--- src/rtl/lsu_pkg.sv ---
`default_nettype none
// ============================================================================
//  Module      : lsu_pkg
//  Description : Shared definitions for the load/store unit: ls_type
//                encodings, exception cause codes, FSM state encoding,
//                bus widths and the alignment check.
//  Revision    : 1.0 - initial release
// ============================================================================
package lsu_pkg;

    localparam int c_REG_AW    = 5;
    localparam int c_LS_TYPE_W = 4;
    localparam int c_CAUSE_W   = 2;

    // ls_type encodings; bit3 = store, bit2 = unsigned load, bits[1:0] = size
    localparam logic [3:0] c_LS_LB  = 4'b0000;
    localparam logic [3:0] c_LS_LH  = 4'b0001;
    localparam logic [3:0] c_LS_LW  = 4'b0010;
    localparam logic [3:0] c_LS_LBU = 4'b0100;
    localparam logic [3:0] c_LS_LHU = 4'b0101;
    localparam logic [3:0] c_LS_SB  = 4'b1000;
    localparam logic [3:0] c_LS_SH  = 4'b1001;
    localparam logic [3:0] c_LS_SW  = 4'b1010;

    localparam logic [1:0] c_EXC_NONE     = 2'b00;
    localparam logic [1:0] c_EXC_LD_MISAL = 2'b01;
    localparam logic [1:0] c_EXC_ST_MISAL = 2'b10;
    localparam logic [1:0] c_EXC_BUS      = 2'b11;

    typedef enum logic [1:0] {
        ST_IDLE = 2'd0,
        ST_REQ  = 2'd1,
        ST_WAIT = 2'd2
    } lsu_state_e;

    // Halfwords need addr[0]==0, words need addr[1:0]==0, bytes always fit.
    function automatic logic ls_misaligned(input logic [3:0] ls_type,
                                           input logic [1:0] off);
        case (ls_type[1:0])
            2'b00:   ls_misaligned = 1'b0;
            2'b01:   ls_misaligned = off[0];
            default: ls_misaligned = |off;
        endcase
    endfunction

endpackage
`default_nettype wire

--- src/rtl/lsu_dalign.sv ---
`default_nettype none
// ============================================================================
//  Module      : lsu_dalign
//  Description : Combinational data aligner. Store side replicates the
//                store data across byte lanes and generates byte strobes;
//                load side extracts the addressed byte/half and extends it.
//  Ports       : i_ls_type  access type
//                i_off      address byte offset (addr[1:0])
//                i_sdata    raw store data (rs2)
//                i_rdata    raw memory read word
//                o_wdata    lane-replicated store data
//                o_wstrb    byte strobes (zero for loads)
//                o_ldata    extended load result
//  Revision    : 1.0 - initial release
// ============================================================================
module lsu_dalign
    import lsu_pkg::*;
(
    input  logic [c_LS_TYPE_W-1:0] i_ls_type,
    input  logic [1:0]             i_off,
    input  logic [31:0]            i_sdata,
    input  logic [31:0]            i_rdata,
    output logic [31:0]            o_wdata,
    output logic [3:0]             o_wstrb,
    output logic [31:0]            o_ldata
);

    logic [7:0]  w_byte;
    logic [15:0] w_half;

    assign w_byte = i_rdata[{i_off, 3'b000} +: 8];
    assign w_half = i_off[1] ? i_rdata[31:16] : i_rdata[15:0];

    always_comb begin
        o_wdata = i_sdata;
        o_wstrb = 4'b0000;
        case (i_ls_type)
            c_LS_SB: begin
                o_wdata = {4{i_sdata[7:0]}};
                o_wstrb = 4'b0001 << i_off;
            end
            c_LS_SH: begin
                o_wdata = {2{i_sdata[15:0]}};
                o_wstrb = 4'b0011 << i_off;
            end
            c_LS_SW: o_wstrb = 4'b1111;
            default: ;
        endcase
    end

    always_comb begin
        o_ldata = i_rdata;
        case (i_ls_type)
            c_LS_LB:  o_ldata = {{24{w_byte[7]}}, w_byte};
            c_LS_LBU: o_ldata = {24'd0, w_byte};
            c_LS_LH:  o_ldata = {{16{w_half[15]}}, w_half};
            c_LS_LHU: o_ldata = {16'd0, w_half};
            c_LS_LW:  o_ldata = i_rdata;
            default:  ;
        endcase
    end

endmodule
`default_nettype wire

--- src/rtl/lsu.sv ---
`default_nettype none
// ============================================================================
//  Module      : lsu
//  Description : Load/store unit. Accepts the execute-stage bundle, runs a
//                req/gnt/rvalid data-memory access for aligned loads/stores,
//                and presents a registered one-cycle writeback pulse to wbu.
//  Ports       : ex_*/inst_*/reg_*/csr_*/memory_addr_i/store_data_i/ls_*
//                    execute-stage bundle in, ex_ready_o back-pressure
//                mem_*   data-memory request/response port
//                wb_valid_o, inst_o.. exc_cause_o  registered writeback
//                stallreq_o  pipeline stall while an access is outstanding
//  Revision    : 1.0 - initial release
// ============================================================================
module lsu
    import lsu_pkg::*;
#(
    parameter int TIMEOUT_CYCLES = 255,
    parameter int ADDR_W         = 32,
    parameter int DATA_W         = 32
) (
    input  logic                   clk,
    input  logic                   rst_n,
    input  logic                   ex_valid_i,
    output logic                   ex_ready_o,
    input  logic [31:0]            inst_i,
    input  logic [ADDR_W-1:0]      inst_addr_i,
    input  logic                   reg_we_i,
    input  logic [c_REG_AW-1:0]    reg_waddr_i,
    input  logic [DATA_W-1:0]      reg_wdata_i,
    input  logic [ADDR_W-1:0]      memory_addr_i,
    input  logic [DATA_W-1:0]      store_data_i,
    input  logic                   ls_valid_i,
    input  logic [c_LS_TYPE_W-1:0] ls_type_i,
    input  logic                   csr_we_i,
    input  logic [31:0]            csr_waddr_i,
    input  logic [DATA_W-1:0]      csr_wdata_i,
    output logic                   mem_req_o,
    output logic                   mem_we_o,
    output logic [ADDR_W-1:0]      mem_addr_o,
    output logic [DATA_W-1:0]      mem_wdata_o,
    output logic [3:0]             mem_wstrb_o,
    input  logic                   mem_gnt_i,
    input  logic                   mem_rvalid_i,
    input  logic [DATA_W-1:0]      mem_rdata_i,
    input  logic                   mem_err_i,
    output logic                   wb_valid_o,
    output logic [31:0]            inst_o,
    output logic [ADDR_W-1:0]      inst_addr_o,
    output logic                   reg_we_o,
    output logic [c_REG_AW-1:0]    reg_waddr_o,
    output logic [DATA_W-1:0]      reg_wdata_o,
    output logic                   csr_we_o,
    output logic [31:0]            csr_waddr_o,
    output logic [DATA_W-1:0]      csr_wdata_o,
    output logic                   exc_o,
    output logic [c_CAUSE_W-1:0]   exc_cause_o,
    output logic                   stallreq_o
);

    localparam int c_CNT_W = (TIMEOUT_CYCLES > 1) ? $clog2(TIMEOUT_CYCLES) : 1;

    lsu_state_e r_state, w_state_nxt;
    logic [c_CNT_W-1:0] r_cnt, w_cnt_nxt;

    // Bundle captured for the duration of a bus access
    logic [31:0]            r_inst;
    logic [ADDR_W-1:0]      r_pc;
    logic                   r_reg_we;
    logic [c_REG_AW-1:0]    r_reg_waddr;
    logic [DATA_W-1:0]      r_reg_wdata;
    logic                   r_csr_we;
    logic [31:0]            r_csr_waddr;
    logic [DATA_W-1:0]      r_csr_wdata;
    logic [ADDR_W-1:0]      r_addr;
    logic [DATA_W-1:0]      r_sdata;
    logic [c_LS_TYPE_W-1:0] r_ls_type;

    logic                 w_accept, w_in_misal, w_done;
    logic                 w_capture, w_fire, w_src_in, w_exc;
    logic [c_CAUSE_W-1:0] w_cause;
    logic                 w_reg_we, w_csr_we;
    logic [DATA_W-1:0]    w_reg_wdata, w_ldata, w_wdata;
    logic [3:0]           w_wstrb;

    assign ex_ready_o = (r_state == ST_IDLE);
    assign w_accept   = ex_valid_i & ex_ready_o;
    assign w_in_misal = ls_misaligned(ls_type_i, memory_addr_i[1:0]);
    assign stallreq_o = (r_state != ST_IDLE) |
                        (ex_valid_i & ls_valid_i & ~w_in_misal);

    // A response in REQ only counts when it arrives together with the grant.
    assign w_done = mem_rvalid_i & ((r_state == ST_WAIT) | mem_gnt_i);

    lsu_dalign u_dalign (
        .i_ls_type (r_ls_type),
        .i_off     (r_addr[1:0]),
        .i_sdata   (r_sdata),
        .i_rdata   (mem_rdata_i),
        .o_wdata   (w_wdata),
        .o_wstrb   (w_wstrb),
        .o_ldata   (w_ldata)
    );

    assign mem_req_o   = (r_state == ST_REQ);
    assign mem_we_o    = mem_req_o & r_ls_type[3];
    assign mem_addr_o  = {r_addr[ADDR_W-1:2], 2'b00};
    assign mem_wdata_o = w_wdata;
    assign mem_wstrb_o = w_wstrb;

    always_comb begin
        w_state_nxt = r_state;
        w_cnt_nxt   = r_cnt;
        w_capture   = 1'b0;
        w_fire      = 1'b0;
        w_src_in    = 1'b0;
        w_exc       = 1'b0;
        w_cause     = c_EXC_NONE;
        w_reg_we    = 1'b0;
        w_reg_wdata = r_reg_wdata;
        case (r_state)
            ST_IDLE: begin
                w_cnt_nxt = '0;
                if (w_accept) begin
                    w_src_in    = 1'b1;
                    w_reg_wdata = reg_wdata_i;
                    if (!ls_valid_i) begin
                        w_fire   = 1'b1;
                        w_reg_we = reg_we_i;
                    end else if (w_in_misal) begin
                        w_fire  = 1'b1;
                        w_exc   = 1'b1;
                        w_cause = ls_type_i[3] ? c_EXC_ST_MISAL : c_EXC_LD_MISAL;
                    end else begin
                        w_capture   = 1'b1;
                        w_state_nxt = ST_REQ;
                    end
                end
            end
            ST_REQ, ST_WAIT: begin
                if (w_done) begin
                    w_fire      = 1'b1;
                    w_state_nxt = ST_IDLE;
                    if (mem_err_i) begin
                        w_exc   = 1'b1;
                        w_cause = c_EXC_BUS;
                    end else if (!r_ls_type[3]) begin
                        w_reg_we    = r_reg_we;
                        w_reg_wdata = w_ldata;
                    end
                end else if (r_cnt == c_CNT_W'(TIMEOUT_CYCLES - 1)) begin
                    w_fire      = 1'b1;
                    w_exc       = 1'b1;
                    w_cause     = c_EXC_BUS;
                    w_state_nxt = ST_IDLE;
                end else begin
                    w_cnt_nxt = r_cnt + 1'b1;
                    if ((r_state == ST_REQ) && mem_gnt_i) begin
                        w_state_nxt = ST_WAIT;
                    end
                end
            end
            default: w_state_nxt = ST_IDLE;
        endcase
    end

    // Exceptions suppress architectural CSR writes as well as GPR writes.
    assign w_csr_we = (w_src_in ? csr_we_i : r_csr_we) & ~w_exc;

    always_ff @(posedge clk or negedge rst_n) begin
        if (!rst_n) begin
            r_state <= ST_IDLE;
            r_cnt   <= '0;
        end else begin
            r_state <= w_state_nxt;
            r_cnt   <= w_cnt_nxt;
        end
    end

    always_ff @(posedge clk or negedge rst_n) begin
        if (!rst_n) begin
            r_inst      <= '0;
            r_pc        <= '0;
            r_reg_we    <= 1'b0;
            r_reg_waddr <= '0;
            r_reg_wdata <= '0;
            r_csr_we    <= 1'b0;
            r_csr_waddr <= '0;
            r_csr_wdata <= '0;
            r_addr      <= '0;
            r_sdata     <= '0;
            r_ls_type   <= '0;
        end else if (w_capture) begin
            r_inst      <= inst_i;
            r_pc        <= inst_addr_i;
            r_reg_we    <= reg_we_i;
            r_reg_waddr <= reg_waddr_i;
            r_reg_wdata <= reg_wdata_i;
            r_csr_we    <= csr_we_i;
            r_csr_waddr <= csr_waddr_i;
            r_csr_wdata <= csr_wdata_i;
            r_addr      <= memory_addr_i;
            r_sdata     <= store_data_i;
            r_ls_type   <= ls_type_i;
        end
    end

    always_ff @(posedge clk or negedge rst_n) begin
        if (!rst_n) begin
            wb_valid_o  <= 1'b0;
            inst_o      <= '0;
            inst_addr_o <= '0;
            reg_we_o    <= 1'b0;
            reg_waddr_o <= '0;
            reg_wdata_o <= '0;
            csr_we_o    <= 1'b0;
            csr_waddr_o <= '0;
            csr_wdata_o <= '0;
            exc_o       <= 1'b0;
            exc_cause_o <= '0;
        end else begin
            wb_valid_o <= w_fire;
            if (w_fire) begin
                inst_o      <= w_src_in ? inst_i      : r_inst;
                inst_addr_o <= w_src_in ? inst_addr_i : r_pc;
                reg_waddr_o <= w_src_in ? reg_waddr_i : r_reg_waddr;
                csr_waddr_o <= w_src_in ? csr_waddr_i : r_csr_waddr;
                csr_wdata_o <= w_src_in ? csr_wdata_i : r_csr_wdata;
                reg_we_o    <= w_reg_we;
                reg_wdata_o <= w_reg_wdata;
                csr_we_o    <= w_csr_we;
                exc_o       <= w_exc;
                exc_cause_o <= w_cause;
            end
        end
    end

endmodule
`default_nettype wire

--- config.mk ---
export PLATFORM = sky130hd
export DESIGN_NAME = lsu
export DESIGN_NICKNAME = d
export VERILOG_FILES = /design/src/rtl/lsu_pkg.sv /design/src/rtl/lsu_dalign.sv /design/src/rtl/lsu.sv
export SDC_FILE = /design/constraint.sdc
export NUM_CORES = 1
export LEC_CHECK = 0
export BUFFER_PORTS_ARGS = -buffer_cell sky130_fd_sc_hd__buf_4
export CORE_AREA = 2 2 224 226
export DETAILED_ROUTE_END_ITERATION = 10
export DIE_AREA = 0 0 226 228
export GPL_ROUTABILITY_DRIVEN = 0
export SYNTH_ARGS = -nofsm -noshare
export SYNTH_HDL_FRONTEND = slang
export SYNTH_HIERARCHICAL = 1
export SYNTH_SLANG_ARGS = --single-unit
--- constraint.sdc ---
create_clock -name clk -period 2.8 [get_ports clk]
set_clock_uncertainty 0.05 [all_clocks]
set_input_delay 0.56 -clock clk [delete_from_list [all_inputs] [get_ports clk]]
set_output_delay 0.56 -clock clk [all_outputs]
set_load 0.01 [all_outputs]
* Word level (Yosys, flattened, before mapping)
Index checks and enable logic that the tools add are counted.
Operators by class: eq/ne operators 16, add/sub/neg operators 1, reductions and logical operators 10, muxes and demuxes 57, shift-type cells 3, bitwise gates (word level) 10
Operators with widths (count):
- $mux 32 | 8
- $pmux 32 s2 | 2
- $pmux 32 s4 | 1
- $shiftx 32x6->8 | 1
- $mux 2 | 13
- $mux 1 | 21
- $mux 16 | 1
- $mux 8 | 2
- $pmux 8 s2 | 1
- $eq 4x4->1 const B | 3
- $pmux 4 s3 | 1
- $add 8x1->8 const B | 1
- $eq 4x3->1 const B | 2
- $eq 8x8->1 const B | 1
- $pmux 1 s2 | 4
- $pmux 2 s2 | 2
- $and 1x1->1 | 6
- $ne 2x2->1 const B | 3
- $mux 5 | 1
- $eq 2x1->1 const B | 2
- $eq 4x1->1 const B | 1
- $logic_not 2->1 | 2
- $logic_not 4->1 | 1
- $ne 2x1->1 const B | 2
- 11 further kinds | 15
Storage, ports and cells: output and inout bits 243, input bits 274, word-level logic and storage cells 121, register bits after elaboration 416

* Depth between registers and ports, before layout
Gate-level depths: netlist (run 1).
depth after elaboration 8, depth in mapped cells 10, depth with buffers taken out 7

* By module
Netlist (run 1), hierarchy kept.
By module, submodules not included:
- lsu | cells each 1490, area each 18106.1 um2, instances 1, seq. area each 10410.0 um2
- lsu_dalign | cells each 203, area each 1257.5 um2, instances 1, seq. area each 0.0 um2

* Least setup slack after synthesis (run 1)
No wires, ideal clock.
path type flip-flop to flip-flop, from register r_state[0], to register r_csr_waddr[23], arrival 2.030 ns, buffers on the path 4, slack 0.596 ns, cell stages (with the launch flop) 10, setup time 0.125 ns, required time 2.625 ns, clock period less this slack 2.204 ns, cells stage by stage dfrtp_1 -> inv_1 -> ha_1 -> and2_1 -> clkbuf_1 -> nand4_1 -> clkbuf_1 -> buf_2 -> buf_4 -> mux2_2
Between the ends: cells in the longest elaborated chain, start to end 4
Ends and longest elaborated chain:
- from (decl) | line lsu.sv:62 | lsu_state_e r_state, w_state_nxt;
- from (signal assigned) | line lsu.sv:174 | r_state <= w_state_nxt;
- $logic_not 2->1 (*) | line lsu.sv:85 | assign ex_ready_o = (r_state == ST_IDLE);
- named net ex_ready_o | line lsu.sv:24 | output logic ex_ready_o,
- $and 1x1->1 | line lsu.sv:86 | assign w_accept = ex_valid_i & ex_ready_o;
- $mux 1 | line lsu.sv:123 | if (w_accept) begin
- $mux 1 (*) | line lsu.sv:120 | case (r_state)
- to (signal assigned) | line lsu.sv:199 | r_csr_waddr <= csr_waddr_i;
- to (decl) | line lsu.sv:72 | logic [31:0] r_csr_waddr;
The timed path passes the listed nets; every way through them passes the cells marked *. A chain may end at the register's enable or synchronous reset.

* Worst setup path in the final report (run 1)
from register r_ls_type[0], to output mem_wdata_o[10]
Between the ends: cells in the longest elaborated chain, start to end 2, elaborated cells between the ends (all ways) 3, those cells by class 2 x eq/ne; 1 x mux
Ends and longest elaborated chain:
- from (decl) | line lsu.sv:76 | logic [c_LS_TYPE_W-1:0] r_ls_type;
- from (signal assigned) | line lsu.sv:203 | r_ls_type <= ls_type_i;
- $eq 4x4->1 | line lsu_dalign.sv:37 | case (i_ls_type)
- $pmux 32 s2 (*) | line lsu_dalign.sv:37
- to (decl) | line lsu.sv:40 | output logic [DATA_W-1:0] mem_wdata_o,
Every way passes the cells marked *; elsewhere a longest branch is shown, timed or not.

==> impl_metrics.py, run 1 <==
metrics = {
    "timing": {
        "setup_violations": 0,
        "rsz0062_at_grt": "false",
        "max_freq_mhz": 373,
        "relSlewSlack_pct": 41.2,
        "post-route-period-util_pct": 95.8,
        "slew_viol_final": 0,
        "period_needed_ns": 2.68,
        "whs_ns": 0.168,
        "fin_setup_tns_ns": 0,
        "tightestPinTransition_ns": 0.882,
        "final-hold-violation-count": 0,
    },
    "clocking": {
        "cts_htree_levels": 2,
        "clock_latency_ns": 0.58,
        "clockBufferDepth": 3,
        "cts_setup_buffers": 0,
        "cts-root-buf": "clkbuf_16",
        "cts.sink_count": 416,
        "cts_buffers": 48,
        "clk_pin_slew_ns": 0.06,
        "cts_tree": "done",
    },
    "hold_path": {
        "hold_path.class": "input pin to register",
        "min_to": "r_addr[27]$_DFFE_PN0P_",
        "holdPathStages": 2,
        "worstHoldStart": "memory_addr_i[27]",
    },
    "floorplanning": {
        "die_x_um": 226,
        "dieArea_um2": 51500,
        "die_h_um": 228,
        "rows": 82,
        "initial_utilization_pct": 39.2,
        "pin_count": 517,
        "core_area_um2": 49300,
    },
    "synth": {
        "synth_edf_count": 0,
        "seq_area_frac_synth_pct": 53.8,
        "yosysTopAreaCell": "dfrtp_1",
        "postSynthAreaPerCell_um2": 11.4,
        "synth.cell_area_um2": 19400,
        "yosysTopAreaCellShare_pct": 53.8,
        "synthCells": 1693,
        "ys_ff_latch": 416,
        "synth_warnings": 6,
        "synthDistinctLibCells": 63,
        "ys.flop_type": "dfrtp_1",
        "netlist_top_cells_area": "dfrtp_1 (54%), mux2_2 (19%), nand2_1 (8.5%)",
        "synth-async-reset-ratio_pct": 100,
    },
    "run": {
        "drv_cap": 0,
    },
    "global_routing": {
        "grt.total_usage_pct": 21.0,
        "gr-total-overflow": 0,
        "grt_max_degree": 123,
        "grt_pass1_vias": 15100,
        "grt_first_pass_wirelength_um": 85200,
        "antenna_found_initial": 2,
    },
    "detailed_routing": {
        "wl_per_cell_um": 19.1,
        "drt_iter0_markers": 985,
        "vias": 14600,
        "drc": 0,
        "vias_per_cell": 5.08,
        "ant_nets": 0,
        "wl_um": 54800,
        "dr.pass1.iters": 7,
    },
    "power": {
        "leakage_nw": 12.5,
        "powerDensity_nw_per_um2": 1190,
        "finalPower_mw": 30.3,
        "ir_worst_vdd_mv": 0.654,
    },
    "critical_path": {
        "arrival_ns": 2.07,
        "path_common_cell": "buf_4",
        "reg2regPathDepth": 7,
        "regToRegSetupSlack_ns": 0.36,
        "cp_slowest_cell": "dfrtp_1",
        "crit_family": "flip-flops",
        "r2r-start": "r_state[0]$_DFFE_PN0P_",
        "critical_path_class": "register to primary output",
        "cp_data_required_time_ns": 2.19,
        "cpPeakStageDelay_ns": 0.55,
        "cp.buffers_inverters": 2,
        "path_cells": "nor3_2 > buf_4 > mux2_2 > buf_4",
        "crit_fanout": 13,
        "r2r_end": "reg_waddr_o[2]$_DFFE_PN0P_",
        "endpoint_kind": "primary output",
        "crit_path_start_kind": "register",
    },
    "placement": {
        "io_buffers": 514,
        "dp_hpwl_um": 38200,
    },
    "cells_and_area": {
        "final_common_cell": "buf_4",
        "layout_common_cells": "buf_4 (540), nand2_1 (440), dfrtp_1 (415)",
        "area_delta_synth_final_pct": 31.3,
        "layout-drive-gt1-share_pct": 45.0,
        "final_nets": 2438,
    },
    "run_status": {
        "status": "completed",
    },
}
report_power, final:
part,switching [mW],internal (mW)
Clock,2.57,3.83
Combinational,6.29,6.82
Sequential,1.76,8.98
cell type report:
type / instances / area [um2]
clock buffers: 61 / 1330
well taps: 672 / 841
clock inverters: 27 / 283
diodes: 2 / 5.00
flip-flops and latches: 416 / 10400
fillers: 4427 / 23900
inverters: 44 / 165
repair buffers: 558 / 4390
multi-input cells: 1090 / 7990
routing by layer:
layer  GRT usage (%)  part of all wire (%)  wire (um)
met1            27.0                    42      22800
met5               0                     0          0
met4            6.66                   2.4       1340
met3            6.48                   8.1       4420
met2            33.8                    48      26300
synthesized netlist by cell type, drive strengths merged (2+ instances only):
library cell,instances
nand2,441
a211oi,4
ha,6
nand2b,6
o21a,5
or3,3
and2,3
nor3,4
mux2i,46
mux2,388
nand3,19
o21ai,14
clkbuf,46
a21oi,45
buf,98
a21o,3
o2111ai,2
nor2,25
nand4,9
or2,2
a222oi,31
dfrtp,416
inv,43
o2bb2ai,8
worst max path at each step:
stage / from / endpoint / slack, ns / depth (start not counted)
after floorplan: r_state[0]$_DFFE_PN0P_ / r_csr_waddr[23]$_DFFE_PN0P_ / 0.60 / 9
after global routing: r_ls_type[2]$_DFFE_PN0P_ / mem_wdata_o[28] / 0.005 / 7
final: r_ls_type[0]$_DFFE_PN0P_ / mem_wdata_o[10] / 0.12 / 4
after detailed placement: ls_type_i[1] / r_pc[20]$_DFFE_PN0P_ / 0.21 / 6
after global placement: ls_type_i[1] / r_pc[23]$_DFFE_PN0P_ / 0.24 / 6
after CTS: r_ls_type[3]$_DFFE_PN0P_ / mem_wdata_o[17] / 0.001 / 5
worst reg2reg max path, stage by stage, from the launching register on:
cell	delay (ns)
dfrtp_1	0.42
inv_1	0.10
ha_1	0.21
o21ai_1	0.20
o21a_1	0.21
o21ai_4	0.31
buf_12	0.35
mux2_2	0.48
stage by stage:
step	instance area (um2)	worst slack (ns)	util [%]	std cells
2_1_floorplan	19400	0.596	-	1694
3_3_place_gp	23800	0.243	48.2	2779
3_5_place_dp	23800	0.210	48.2	2779
4_1_cts	25400	0.000967	51.5	2868
5_1_grt	25400	0.00520	51.5	2869
6_report	25400	0.117	51.5	2870
cells by family (layout without fill, tap and decap cells):
| kind of cell | Yosys count | count (layout) | synth area share [%] |
|---|---|---|---|
| other cells | 1 | 4 | 0.0194 |
| flops | 416 | 416 | 53.8 |
| xor+xnor | 1 | 1 | 0.0452 |
| simple gates | 517 | 517 | 10.6 |
| mux | 435 | 435 | 25.1 |
| compound gates | 129 | 129 | 4.97 |
| buf+inv | 188 | 690 | 5.11 |
| fa+ha+maj | 6 | 6 | 0.388 |
timing repair:
| item | in CTS | in global routing |
|---|---|---|
| hold endpoints to repair | 48 | 0 |
| resized for setup | 1 | 3 |
| endpoints found under the setup margin | 19 | 15 |
| hold buffers | 1 | 0 |
(Power assumes the default switching activity.)
==> inputs of run 2 (changes only) <==
--- a/config.mk
+++ b/config.mk
@@ -6,10 +6,11 @@
 export NUM_CORES = 1
 export LEC_CHECK = 0
 export BUFFER_PORTS_ARGS = -buffer_cell sky130_fd_sc_hd__buf_4
-export CORE_AREA = 2 2 224 226
+export CORE_AREA = 2 2 200 202
 export DETAILED_ROUTE_END_ITERATION = 10
-export DIE_AREA = 0 0 226 228
+export DIE_AREA = 0 0 202 204
 export GPL_ROUTABILITY_DRIVEN = 0
+export PLACE_DENSITY = 0.76
 export SYNTH_ARGS = -nofsm -noshare
 export SYNTH_HDL_FRONTEND = slang
 export SYNTH_HIERARCHICAL = 1
==> run 2 against run 1 <==
  * Register-to-register slack got worse by 0.04 ns
  * Flip-flop and latch count did not move
  * Clock power shrank 5.3%
  * Hold slack better by 0.0066 ns
  * Largest cell class unchanged
==> impl_metrics.py, run 2 (synthesized netlist as in run 1, its figures left out) <==
metrics = {
    "floorplanning": {
        "core_area_um2": 39200,
        "rows": 73,
        "die_h_um": 204,
        "initial_utilization_pct": 49.4,
        "die_x_um": 202,
        "dieArea_um2": 41200,
        "pin_count": 517,
    },
    "run_status": {
        "status": "completed",
    },
    "cells_and_area": {
        "final_common_cell": "buf_4",
        "area_delta_synth_final_pct": 30.1,
        "layout_common_cells": "buf_4 (543), nand2_1 (440), dfrtp_1 (414)",
        "num-fill-cells": 3002,
        "antennaDiodeCount": 0,
        "multiInputGateArea_um2": 7990,
        "final_nets": 2440,
        "regArea_um2": 10400,
        "final_cells": 2720,
        "layout-drive-gt1-share_pct": 44.8,
    },
    "hold_path": {
        "holdPathStages": 2,
        "min_to": "r_sdata[3]$_DFFE_PN0P_",
        "hold_path.class": "input pin to register",
        "worstHoldStart": "store_data_i[3]",
    },
    "timing": {
        "slew_viol_final": 0,
        "rsz0062_at_grt": "false",
        "fin_setup_tns_ns": 0,
        "whs_ns": 0.175,
        "setup_violations": 0,
        "tightestPinTransition_ns": 1.04,
        "final-hold-violation-count": 0,
        "fin_ws_ns": 0.118,
        "post-route-period-util_pct": 95.8,
        "period_needed_ns": 2.68,
        "max_freq_mhz": 373,
        "relSlewSlack_pct": 30.5,
    },
    "power": {
        "finalPower_mw": 30.2,
        "ir_worst_vdd_mv": 0.697,
        "powerDensity_nw_per_um2": 1200,
        "leakage_nw": 12.5,
    },
    "placement": {
        "io_buffers": 514,
        "dp_hpwl_um": 37200,
        "place_inst": 2637,
        "dp_worst_setup_slack_ns": 0.317,
    },
    "critical_path": {
        "arrival_ns": 2.07,
        "cp_data_required_time_ns": 2.19,
        "cp_slowest_cell": "dfrtp_1",
        "crit_fanout": 24,
        "critical_path_class": "register to primary output",
        "path_cells": "nand2b_2 > nor2_2 > buf_6 > mux2_2 > buf_4",
        "regToRegSetupSlack_ns": 0.32,
        "endpoint_kind": "primary output",
        "cp.buffers_inverters": 2,
        "crit_path_start_kind": "register",
        "crit_family": "flip-flops",
        "cpPeakStageDelay_ns": 0.39,
        "reg2regPathDepth": 7,
        "r2r-start": "r_state[1]$_DFFE_PN0P_",
        "r2r_end": "csr_we_o$_DFFE_PN0P_",
        "crit_path_start": "r_ls_type[2]$_DFFE_PN0P_",
    },
    "clocking": {
        "cts-root-buf": "clkbuf_16",
        "clockBufferDepth": 3,
        "clock_latency_ns": 0.57,
        "cts_htree_levels": 2,
        "clk_pin_slew_ns": 0.06,
        "cts_tree": "done",
        "cts.sink_count": 416,
        "cts_buffers": 45,
    },
    "detailed_routing": {
        "ant_nets": 0,
        "drt_iter0_markers": 1054,
        "wl_um": 52900,
        "drc": 0,
        "wl_per_cell_um": 19.4,
        "vias": 14700,
        "dr.pass1.iters": 7,
        "vias_per_cell": 5.42,
    },
    "global_routing": {
        "grt.total_usage_pct": 25.4,
        "grt_pass1_vias": 15300,
        "antenna_found_initial": 0,
        "grt_max_degree": 167,
        "grt_first_pass_wirelength_um": 83100,
        "gr-total-overflow": 0,
    },
    "run": {
        "drv_cap": 0,
    },
}
## run 2: cell count changes in the layout (fill, tap and decap cells not counted)
| cell | previous run | this run |
|---|---|---|
| clkbuf_16 | 49 | 47 |
| buf_6 | 0 | 1 |
| clkinv_2 | 16 | 8 |
| clkinvlp_4 | 2 | 0 |
| inv_6 | 2 | 1 |
| dfrtp_2 | 1 | 2 |
| buf_4 | 540 | 543 |
| buf_12 | 15 | 17 |
| clkbuf_8 | 6 | 11 |
| diode_2 | 2 | 0 |
| bufinv_16 | 5 | 3 |
| buf_8 | 2 | 1 |
| dfrtp_1 | 415 | 414 |
| clkbuf_1 | 6 | 10 |
## run 2: worst register-to-register path: stages, from the launching register on
cell      delay, ns
dfrtp_1        0.41
inv_1          0.11
ha_1           0.29
nand2_4        0.10
buf_4          0.29
a211oi_1       0.72
nor3_1         0.10
mux2_2         0.29
## run 2: worst max-delay path by stage
stage                                   to  slack, ns  cells past startpoint
2_1_floorplan  r_csr_waddr[23]$_DFFE_PN0P_       0.60                      9
6_report                   mem_wdata_o[20]       0.12                      5
3_3_place_gp          csr_we_o$_DFFE_PN0P_       0.38                      7
5_1_grt                    mem_wdata_o[13]       0.04                      5
4_1_cts                    mem_wdata_o[20]       0.04                      5
3_5_place_dp          csr_we_o$_DFFE_PN0P_       0.32                      7
## run 2: metal layers
| layer | wire, um | GRT usage, % | vias to the layer above |
|---|---|---|---|
| met5 | 0 | 0 | - |
| met4 | 2160 | 11.7 | 0 |
| met3 | 4300 | 6.09 | 135 |
| met2 | 25200 | 40.8 | 640 |
| met1 | 21200 | 32.9 | 7276 |
| li1 | - | - | 6697 |
## run 2: power breakdown
group          switching (mW)  internal, mW
Clock                    2.42          3.65
Sequential               1.87          8.98
Combinational            6.31          6.94
Total                    10.6          19.6
## run 2: through the flow
stage	instance area [um2]	util, %
final	25200	64.3
after global routing	25200	64.3
after CTS	25200	64.3
after detailed placement	23700	60.4
after global placement	23700	60.4
after floorplan	19400	-
## run 2: timing repair
action,4_1_cts,5_1_grt
setup endpoints to repair,10,8
hold buffers,1,0
endpoints found under the hold margin,62,0
gates resized for setup,2,2
setup buffers,0,0
pin swaps,0,0
## run 2: final cells by class
| class | instances | share of cell area [%] |
|---|---|---|
| clock buffers | 68 | 5.42 |
| well taps | 525 | 2.61 |
| clock inverters | 14 | 0.631 |
| multi-input cells | 1090 | 31.7 |
| flip-flops and latches | 416 | 41.3 |
| repair buffers | 563 | 17.7 |
| inverters | 44 | 0.655 |
